**src/rtl/level_pkg.sv**
```systemverilog
// rtl/level_pkg.sv - shared types and constants for the level column streamer
package level_pkg;
    typedef logic [2:0]  blk_id_t;
    typedef logic [29:0] col_t;

    localparam blk_id_t BLK_EMPTY  = 3'd0;
    localparam blk_id_t BLK_BRICK  = 3'd1;
    localparam blk_id_t BLK_QBLOCK = 3'd3;

    typedef enum logic [1:0] {
        ST_FETCH = 2'd0,
        ST_WAIT  = 2'd1,
        ST_HOLD  = 2'd2,
        ST_DONE  = 2'd3
    } state_t;

    localparam int COLS_VISIBLE = 10;
endpackage

```
**src/rtl/level_word_decode.sv**
```systemverilog
// rtl/level_word_decode.sv - splits a level ROM word into column and repeat field (LEVEL_RLE_EN)
module level_word_decode
    import level_pkg::*;
(
    input  logic [31:0] rom_data,
    output col_t        col,
    output logic [1:0]  rep
);
    assign col = rom_data[29:0];

`ifdef LEVEL_RLE_EN
    // Repeat field holds count minus one, so a word emits 1 to 4 columns.
    assign rep = rom_data[31:30];
`else
    logic unused_rep_bits;
    assign unused_rep_bits = ^rom_data[31:30];
    assign rep = 2'b00;
`endif
endmodule

```
**src/rtl/level_column_streamer.sv**
```systemverilog
// rtl/level_column_streamer.sv - walks the level ROM and shifts columns into the scroll store (LEVEL_RLE_EN)
module level_column_streamer
    import level_pkg::*;
#(
    parameter int COLS_VISIBLE = level_pkg::COLS_VISIBLE,
    parameter int LEVEL_LEN    = 256,
    parameter int ADDR_W       = 8
) (
    input  logic              Clk,
    input  logic              Reset,
    input  logic              frame_start,
    input  logic              scroll_req,
    output logic [ADDR_W-1:0] rom_addr,
    input  logic [31:0]       rom_data,
    output col_t              new_block_id,
    output logic              Shift,
    output logic [7:0]        current_col,
    output logic              ready,
    output logic              level_end
);
    localparam int PC_W = $clog2(COLS_VISIBLE + 1);
    localparam logic [ADDR_W-1:0] LAST_ADDR = ADDR_W'(LEVEL_LEN - 1);

    state_t          state;
    col_t            buf_col;
    col_t            dec_col;
    logic [1:0]      buf_rep;
    logic [1:0]      dec_rep;
    logic [PC_W-1:0] preload_cnt;
    logic            pending;
    logic            preloading;
    logic            fire;

    level_word_decode u_decode (
        .rom_data (rom_data),
        .col      (dec_col),
        .rep      (dec_rep)
    );

    // Preload ignores frame gating so the visible window fills as fast as the ROM allows.
    assign preloading = preload_cnt < PC_W'(COLS_VISIBLE);
    assign fire       = (state == ST_HOLD) && (preloading || (pending && frame_start));

    always_ff @(posedge Clk) begin
        if (Reset) begin
            state        <= ST_FETCH;
            rom_addr     <= '0;
            buf_col      <= '0;
            buf_rep      <= '0;
            preload_cnt  <= '0;
            pending      <= 1'b0;
            new_block_id <= '0;
            Shift        <= 1'b0;
            current_col  <= '0;
            ready        <= 1'b0;
            level_end    <= 1'b0;
        end else begin
            Shift   <= 1'b0;
            pending <= (pending & ~fire) | (scroll_req & ready & (state != ST_DONE));
            case (state)
                ST_FETCH: state <= ST_WAIT;
                ST_WAIT: begin
                    buf_col <= dec_col;
                    buf_rep <= dec_rep;
                    state   <= ST_HOLD;
                end
                ST_HOLD: begin
                    if (fire) begin
                        Shift        <= 1'b1;
                        new_block_id <= buf_col;
                        current_col  <= current_col + 8'd1;
                        if (preloading) begin
                            preload_cnt <= preload_cnt + PC_W'(1);
                            if (preload_cnt == PC_W'(COLS_VISIBLE - 1))
                                ready <= 1'b1;
                        end
                        if (buf_rep != 2'b00) begin
                            buf_rep <= buf_rep - 2'b01;
                        end else if (rom_addr == LAST_ADDR) begin
                            state     <= ST_DONE;
                            level_end <= 1'b1;
                        end else begin
                            rom_addr <= rom_addr + ADDR_W'(1);
                            state    <= ST_FETCH;
                        end
                    end
                end
                ST_DONE: state <= ST_DONE;
            endcase
        end
    end
endmodule

```
**config.mk**
```make
export PLATFORM = sky130hd
export DESIGN_NAME = level_column_streamer
export DESIGN_NICKNAME = d
export VERILOG_FILES = /design/src/rtl/level_pkg.sv /design/src/rtl/level_word_decode.sv /design/src/rtl/level_column_streamer.sv
export SDC_FILE = /design/constraint.sdc
export NUM_CORES = 1
export LEC_CHECK = 0
export ABC_AREA = 1
export CAP_MARGIN = 0
export CORE_MARGIN = 5
export CORE_UTILIZATION = 35
export DETAILED_ROUTE_END_ITERATION = 8
export PLACE_DENSITY = 0.71
export SETUP_SLACK_MARGIN = 0.15
export SYNTH_ARGS = -nofsm -noshare
export SYNTH_HDL_FRONTEND = slang
export SYNTH_HIERARCHICAL = 1
export SYNTH_SLANG_ARGS = --single-unit
```
**constraint.sdc**
```tcl
create_clock -name Clk -period 1.4 [get_ports Clk]
set_input_delay 0.21 -clock Clk [delete_from_list [all_inputs] [get_ports Clk]]
set_output_delay 0.21 -clock Clk [all_outputs]
set_load 0.01 [all_outputs]
```
# ---- Word-level counts from Yosys, hierarchy flattened
# Cells that the tools add are included.
dict set report totals {
  reg_bits 88
  inputBits 36
  out_inout_bits 49
}
dict set report classes {
  addsub 4
  n_lt_le_gt_ge 1
  n_eq_ne 9
  muxes 8
  bitwise_logic 8
  n_reduce_logical 14
}
# cell n
set op_table {}
lappend op_table {{$add 8x1->8 const B} 2}
lappend op_table {{$reduce_and 4->1} 3}
lappend op_table {{$mux 2} 5}
lappend op_table {{$eq 8x8->1 const B} 1}
lappend op_table {{$pmux 2 s4} 1}
lappend op_table {{$ne 2x2->1 const B} 3}
lappend op_table {{$reduce_and 3->1} 2}
lappend op_table {{$add 4x1->4 const B} 1}
lappend op_table {{$eq 2x2->1 const B} 2}
lappend op_table {{$eq 4x4->1 const B} 1}
lappend op_table {{$lt 4x4->1 const B} 1}
lappend op_table {{$not 1->1} 4}
lappend op_table {{$pmux 2 s2} 1}
lappend op_table {{$reduce_and 2->1} 2}
lappend op_table {{$reduce_bool 2->1} 2}
lappend op_table {{$and 1x1->1} 3}
lappend op_table {{$eq 2x1->1 const B} 1}
lappend op_table {{$logic_and 1x1->1} 2}
lappend op_table {{$logic_not 2->1} 1}
lappend op_table {{$ne 2x1->1 const B} 1}
lappend op_table {{$reduce_or 2->1} 1}
lappend op_table {{$sub 2x1->2 const B} 1}
lappend op_table {{$logic_or 1x1->1} 1}
lappend op_table {{$mux 1} 1}
lappend op_table {{$or 1x1->1} 1}

# ---- Depth between registers and ports, before layout
# Gate-level depths: netlist of the first run.
dict set report logic_depth {
  depth_word 6
  mapped_depth 9
  depth_no_buf 9
}

# ---- Cells and area by module
# The synthesis of the first run kept the hierarchy.
# mod n_inst cells_each area_per_inst_um2
set by_module_without_submodules {}
lappend by_module_without_submodules {level_column_streamer 1 463 3513.4}
lappend by_module_without_submodules {level_word_decode 1 33 244.0}

# ---- Worst setup path before layout of the first run
# OpenSTA, ideal clock, no wires.
dict set report synth_path {
  kind {reg-to-reg}
  from {register rom_addr[0]}
  to {register rom_addr[1]}
  setup_time_ps 118
  arrival_ps 1234
  required_ps 1282
  slack_ps 48
  path_stages_with_launch 9
  path_buffers 0
  period_less_slack_ps 1352
  cell_sequence {dfxtp_1 -> ha_1 -> nand2_2 -> nor2_2 -> nand2_2 -> nand2_4 -> nor2_4 -> o21ai_1 -> nor2_1}
}
dict set report synth_between {
  elab_chain_len 3
  elab_cells_between_ends 4
  classes_between {add/sub (1); eq/ne (1); bitwise (1); reduce/logical (1)}
}
# item line
set synth_rtl {}
lappend synth_rtl {{from (decl)} level_column_streamer.sv:13} ;# output logic [ADDR_W-1:0] rom_addr,
lappend synth_rtl {{from (signal assigned)} level_column_streamer.sv:83} ;# rom_addr <= rom_addr + ADDR_W'(1);
lappend synth_rtl {{parallel branches: the longest is 3 deep, another holds $add 8x1->8} --}
# Several ways; the timed one is not identified.
# A chain may end at the register's enable or synchronous reset.

# ---- Worst setup path after layout of the first run
dict set report layout_path {
  from {register state[0]}
  to {register state[0]}
}
dict set report layout_between {
  elab_chain_len 4
  elab_cells_between_ends 9
  classes_between {eq/ne (5); mux (1); reduce/logical (3)}
}
# item line
set layout_rtl {}
lappend layout_rtl {{from (decl)} level_column_streamer.sv:24} ;# state_t state;
lappend layout_rtl {{from (signal assigned)} level_column_streamer.sv:46} ;# state <= ST_FETCH;
lappend layout_rtl {{from (signal assigned)} level_column_streamer.sv:61} ;# ST_FETCH: state <= ST_WAIT;
lappend layout_rtl {{from (signal assigned)} level_column_streamer.sv:65} ;# state <= ST_HOLD;
lappend layout_rtl {{$eq 2x2->1} {level_column_streamer.sv:42, level_column_streamer.sv:60}}
lappend layout_rtl {{$logic_and 1x1->1} level_column_streamer.sv:42} ;# assign fire = (state == ST_HOLD) && (preloading || (pending && frame_start));
lappend layout_rtl {{$ne 2x2->1 (no source line)} --}
lappend layout_rtl {{$reduce_and 2->1 (no source line)} --}
# Parallel ways exist; a longest one is shown, timed or not.

==> summary.md, run 1 <==
| Metric | Value |
|---|---|
| Status | finished, final reports clean |
| Setup CP Type | reg -> reg |
| Largest area contributor in the netlist | dfxtp_1 |
| Setup violations, final | 0 |
| Yosys Warn Count | 6 |
| Congestion Overflow GR | 0 |
| Global Route Usage Sum | between 10% and 20% |
| Leakage | 0.00216 uW |
| Initial antenna violation count | 0 |
| Core ar. | between 10000 and 15000 sq um |
| Reg2Reg Depth | 9 |
| Switching Fraction | ~28% |
| Hpwl dp | between 5000 and 6000 microns |
| Residual DRC count | 0 |
| Crit path launch type | flip-flop |
| Largest net degree at the start of global routing | 50 |
| Vias | roughly 3300 |
| Fmax | 751 MHz |
| Critical path capture point type | flip-flop |
| Routed vias/inst | 4.63 |
| I/O Pins | 85 |
| WL/cell | ~13 microns |
| Top cell type's share of synthesized area | between 40% and 50% |
| Fillers | about 1000 |
| Met2 Track Usage GR | a little under a quarter |
| Logic pwr share | 21.5% |
| First-pass GRT wire length | roughly 15000 microns |
| Hold Vio Cnt, Final | 0 |
| Die area | 12900 sq um |
| Hold path depth | 3 |
| Max-cap violations | 0 |
| CP required | 1710 ps |
| Top_reg_cell synth | dfxtp_1 |
| Library cells used by synthesis | 30 |
| Worst Hold Class | in -> reg |
| Area grow syn2layout | 33.4% |
| CTS tree | built |
| DRT antenna net count | 0 |
| Clk_lat worst skew | roughly 360 ps |
| Reg clk slew, reported paths | ~80 ps |
| Mapped Cells | between 400 and 500 |
| Yosys reg bits | 88 |
| Seq pwr share | ~47% |
| Die Y | 114 microns |
| Routability-driven placement congestion ratio | approximately 0.74 |
| Cts bufs inserted | 9 |
| Number of H-tree levels | 3 |
| Number of synthesized flops with an enable pin | 0 |
| Mapped cell area | between 3000 and 4000 sq um |
| Clk_skew | 15.1 ps |
| Final min period | roughly 1300 ps |
| Clock power frac | a little under a third |
| Max Fanout on Critical Path | 7 |
| CTS root buffer | clkbuf_8 |
| Nets | between 600 and 700 |
| Layout cell share with drive strength beyond 1 | approximately 18% |
| I/O Buffers | 82 |
| Post-Route WL | 8900 microns |
| Grt peak-use layer | met2 |
| Global-route track usage on met1 | 16.3% |
| Pwr per Cell Area | ~1200 nW/um^2 |
| Hold-fix buffers at CTS | 0 |
| Number of global-route vias before repair | between 3000 and 4000 |
| Worst endpoint data arrival time | approximately 1600 ps |
| Syn_area_per_cell | between 7 and 8 sq um |
| Antenna diodes | 0 |
| First DRT Iteration DRCs | between 100 and 150 |
| Maximum VDD drop | 447 uV |
| Pins over their slew limit | 0 |
| Internal power | between 4000 and 5000 uW |
| Most frequent cell after synthesis | nor2_1 |
| Most frequent cells after synthesis | nor2_1, dfxtp_1, o21ai_0 |
| RSZ-0062 raised after global routing | yes |
| Total power | between 6000 and 7000 uW |
| Crit share post-route | a little over nine tenths |
| Drt pass-1 iters | 4 |
| Initial core utilization | a little over a third |
| Clock tree buffer depth | 2 |
| GR Util met3 | 4.14% |
| Post-route setup TNS | 0 ps |
| Die W | around 110 microns |
| Async S/R FF share, synth | 0% |
| CTS Sinks | a little under 90 |
| Area contributors post-synth | dfxtp_1, nor2_1, o21ai_0 |
| Row count | 37 |
| Psw | between 1500 and 2000 uW |
| Register area share after synthesis | 46.9% |
[area by class of cell]
class / count / area, sq um / share of cell area [%]
clock buffers: 12 / 155 / 3.10
flip-flops and latches: 88 / 1800 / 35.9
multi-input cells: 330 / 1620 / 32.4
inverters: 26 / 108 / 2.15
well taps: 136 / 170 / 3.39
repair buffers: 111 / 1090 / 21.8
clock inverters: 3 / 65.1 / 1.30
[worst max-delay path, stage by stage, from the launching register on]
cell      delay (ps)
dfxtp_1          330
inv_2             70
nand2_2          160
clkinv_4         120
buf_12           140
nand2_8           90
buf_6            130
buf_6             90
nand3_2           50
nor2_1            90
[layer usage]
layer,vias up,share of wire (%)
li1,1683,-
met1,1496,43
met2,79,50
met3,14,4.8
met4,0,1.9
met5,-,0
[sequential cells by signal, summed over array words and instances (netlist names), 2 cells and up]
name / count
buf_rep: 2
rom_addr: 8
state: 2
new_block_id: 30
buf_col: 30
current_col: 8
preload_cnt: 4
[layout by cell type (no fill, tap or decap), types with 6 or more instances in the layout]
cell type / netlist / layout
a21oi_1: 20 / 19
buf_12: 0 / 8
buf_4: 34 / 17
clkbuf_2: 1 / 6
clkbuf_8: 0 / 11
clkdlybuf4s15_1: 0 / 10
clkdlybuf4s50_1: 0 / 33
dfxtp_1: 88 / 69
dfxtp_2: 0 / 14
dlygate4sd2_1: 0 / 29
inv_1: 20 / 19
nand2_1: 51 / 50
nand3_1: 7 / 6
nor2_1: 145 / 141
o21ai_0: 74 / 64
o21ai_1: 1 / 11
[power by group through the flow]
stage               Sequential [uW]  Combinational [uW]  Clock, uW
floorplan                      3010                 729          0
global placement               2980                1250          0
detailed placement             2980                1280          0
CTS                            2920                1270       2020
global route                   2950                1510       2140
finish                         2920                1340       1960
[path summary, 6_finish.rpt]
kind | start | endpoint | slack [ps]
worst min-delay path | rom_data[0] | buf_col[0] | 430
worst max register to register | state[0] | state[0] | 70
worst max-delay path | state[0] | state[0] | 70
worst min register to register | ready | ready | 460
[metrics by stage]
| step | setup WS, ps | util (%) | cells | area, sq um | hold slack, ps |
|---|---|---|---|---|---|
| 2_1_floorplan | 170 | - | 497 | 3780 | 382 |
| 3_3_place_gp | -128 | 44.0 | 675 | 4590 | 448 |
| 3_5_place_dp | -197 | 44.0 | 675 | 4590 | 460 |
| 4_1_cts | 54.9 | 46.9 | 700 | 4880 | 410 |
| 5_1_grt | 3.10 | 48.1 | 706 | 5010 | 416 |
| 6_report | 68.7 | 48.1 | 706 | 5010 | 426 |
[kinds of logic after synthesis]
group	Yosys count	synth area share [%]
compound gates	96	12.9
xor+xnor	5	1.17
fa+ha+maj	5	1.67
buf+inv	80	12.9
flops	88	46.9
other cells	1	0.0998
simple gates	221	24.5
[timing repair]
action / CTS / global route
endpoints found under the setup margin: 93 / 102
gates resized for setup: 86 / 52
buffers inserted: 9 / 6
cloned: 1 / 0
pin swaps: 8 / 5
Note: power is estimated with default switching activity, not from simulation.
==> run 2, diff against run 1 <==
--- a/config.mk
+++ b/config.mk
@@ -11,8 +11,10 @@
 export CORE_UTILIZATION = 35
 export DETAILED_ROUTE_END_ITERATION = 8
 export PLACE_DENSITY = 0.71
+export RECOVER_POWER = 50
 export SETUP_SLACK_MARGIN = 0.15
 export SYNTH_ARGS = -nofsm -noshare
 export SYNTH_HDL_FRONTEND = slang
 export SYNTH_HIERARCHICAL = 1
 export SYNTH_SLANG_ARGS = --single-unit
+export TNS_END_PERCENT = 100
==> summary.md, run 2 (synthesized netlist as in run 1, its figures left out) <==
| Metric | Value |
|---|---|
| CTS tree | built |
| Reg clk slew, reported paths | 80 ps (about the same) |
| Clock tree buffer depth | 2 (unchanged) |
| Pins over their slew limit | 0 (unchanged) |
| I/O Pins | 85 (unchanged) |
| First DRT Iteration DRCs | 148 (+16%) |
| Max Fanout on Critical Path | 7 (unchanged) |
| Hold Vio Cnt, Final | 0 (unchanged) |
| Number of global-route vias before repair | 3190 (unchanged) |
| CP required | 1710 ps (about the same) |
| Worst endpoint data arrival time | 1630 ps (about the same) |
| Largest net degree at the start of global routing | 50 (unchanged) |
| Fillers | 1020 (+0.59%) |
| Status | finished, final reports clean |
| Reg2Reg Depth | 9 (unchanged) |
| First-pass GRT wire length | 14700 microns (unchanged) |
| Nets | 607 (unchanged) |
| Hpwl dp | 5930 microns (unchanged) |
| Residual DRC count | 0 (unchanged) |
| Global Route Usage Sum | 14.1% (unchanged) |
| CP max stage cell | dfxtp_1 |
| Commonest non-fill, non-tap cell in the layout | nor2_1 |
| Routed vias/inst | 4.63 (unchanged) |
| Setup violations, final | 0 (unchanged) |
| I/O Buffers | 82 (unchanged) |
| Total power | 6200 uW (-0.29%) |
| Clk_lat worst skew | 360 ps (about the same) |
| Congestion Overflow GR | 0 (unchanged) |
| DP Area | 4590 sq um (unchanged) |
| CTS Sinks | 88 (unchanged) |
| Worst Hold Class | in -> reg |
| Buf+Inv Stages, Crit Path | 5 (unchanged) |
| Hold path depth | 3 (unchanged) |
| Largest stage delay on the critical path | 330 ps (about the same) |
| Die area | 12900 sq um (unchanged) |
| Setup CP Type | reg -> reg |
| CTS root buffer | clkbuf_8 |
| Antenna diodes | 0 (unchanged) |
| Design area | 4990 sq um (-0.42%) |
| Hold Slack | 426 ps (+0.139 ps) |
| DRT antenna net count | 0 (unchanged) |
| Number of H-tree levels | 3 (unchanged) |
| Maximum VDD drop | 448 uV (+0.10%) |
| Initial core utilization | 36.1% (unchanged) |
| Post-Route WL | 8890 microns (about the same) |
| Cells after DPL | 675 (unchanged) |
| Area grow syn2layout | 32.8% |
| Initial antenna violation count | 0 (unchanged) |
| Crit path launch type | flip-flop |
| Layout Cells excl Fill | 706 (unchanged) |
| Crit-path most repeated cell | buf_6 |
| Drt pass-1 iters | 4 (unchanged) |
| Row count | 37 (unchanged) |
| Largest registers | buf_col: 30 flops, new_block_id: 30 flops |
| Fmax | 754 MHz (+0.36%) |
| Critical Path, Cell by Cell | inv_2 -> nand2_2 -> clkinv_4 -> buf_12 -> nand2_8 -> buf_6 -> buf_6 -> nand3_2 -> nor2_1 |
| RSZ-0062 raised after global routing | yes |
| Pwr per Cell Area | 1240 nW/um^2 (+0.14%) |
| Post-route setup TNS | 0 ps (unchanged) |
| Die Y | 114 microns (unchanged) |
| Vias | 3272 (unchanged) |
| Routability-driven placement congestion ratio | 0.739 (unchanged) |
| Leakage | 0.00215 uW (-0.86%) |
| WL/cell | 12.6 microns (about the same) |
| Clk_skew | 12.7 ps (-2.40 ps) |
| Max-cap violations | 0 (unchanged) |
| Crit share post-route | 94.7% (-0.34 points) |
| Family with the most delay on the worst path | buffers and inverters |
| Final min period | 1330 ps (-4.82 ps) |
| Most frequent cells in the layout | nor2_1, dfxtp_1, o21ai_0 |
| Crit path depth | 9 (unchanged) |
| Cts bufs inserted | 9 (unchanged) |
| Layout cell share with drive strength beyond 1 | 16.8% (-0.88 points) |
| Core ar. | 10400 sq um (unchanged) |
| Die W | 114 microns (unchanged) |
| Critical path capture point type | flip-flop |
## run 2: cell count changes in the layout (fill, tap and decap cells not counted), sizes merged
| cell | change |
|---|---|
| clkdlybuf4s15 | -4 |
| clkdlybuf4s25 | +4 |
## run 2: timing repair
action / CTS / global route
endpoints found under the setup margin: 93 / 102
hold buffers: 0 / 0
gates resized for setup: 86 / 52
pin swaps: 8 / 5
setup buffers: 9 / 6
gates cloned: 1 / 0
## run 2: worst paths after layout
check	to	from	slack [ps]
worst max register to register	state[0]	state[0]	70
worst min-delay path	buf_col[0]	rom_data[0]	430
worst min register to register	buf_col[0]	buf_col[0]	470
worst max-delay path	state[0]	state[0]	70
## run 2: metrics by stage
| step | worst slack, ps | util (%) |
|---|---|---|
| 2_1_floorplan | 170 | - |
| 3_3_place_gp | -128 | 44.0 |
| 3_5_place_dp | -197 | 44.0 |
| 4_1_cts | 54.9 | 46.9 |
| 5_1_grt | 4.90 | 47.9 |
| 6_report | 73.5 | 47.9 |
## run 2: worst reg2reg max path: stages (launching register included)
cell and delay, ps:
dfxtp_1 330, inv_2 70, nand2_2 160, clkinv_4 120
buf_12 150, nand2_8 90, buf_6 130, buf_6 90
nand3_2 50, nor2_1 90
## run 2: layout make-up
cell class	instances	area (sq um)	area share, %
clock inverters	3	65.1	1.30
flip-flops and latches	88	1790	35.9
well taps	136	170	3.41
clock buffers	12	155	3.11
inverters	26	108	2.16
repair buffers	111	1080	21.6
multi-input cells	330	1620	32.5
## run 2: per-layer routing
layer	routed length [microns]	global-route usage (%)
met5	0	0
met4	165	6.17
met3	429	4.14
met2	4440	24.0
met1	3860	16.3
## run 2: power by group
group          internal, uW  switching, uW
registers              2780            138
logic                   601            723
clock network          1090            866
total                  4470           1730
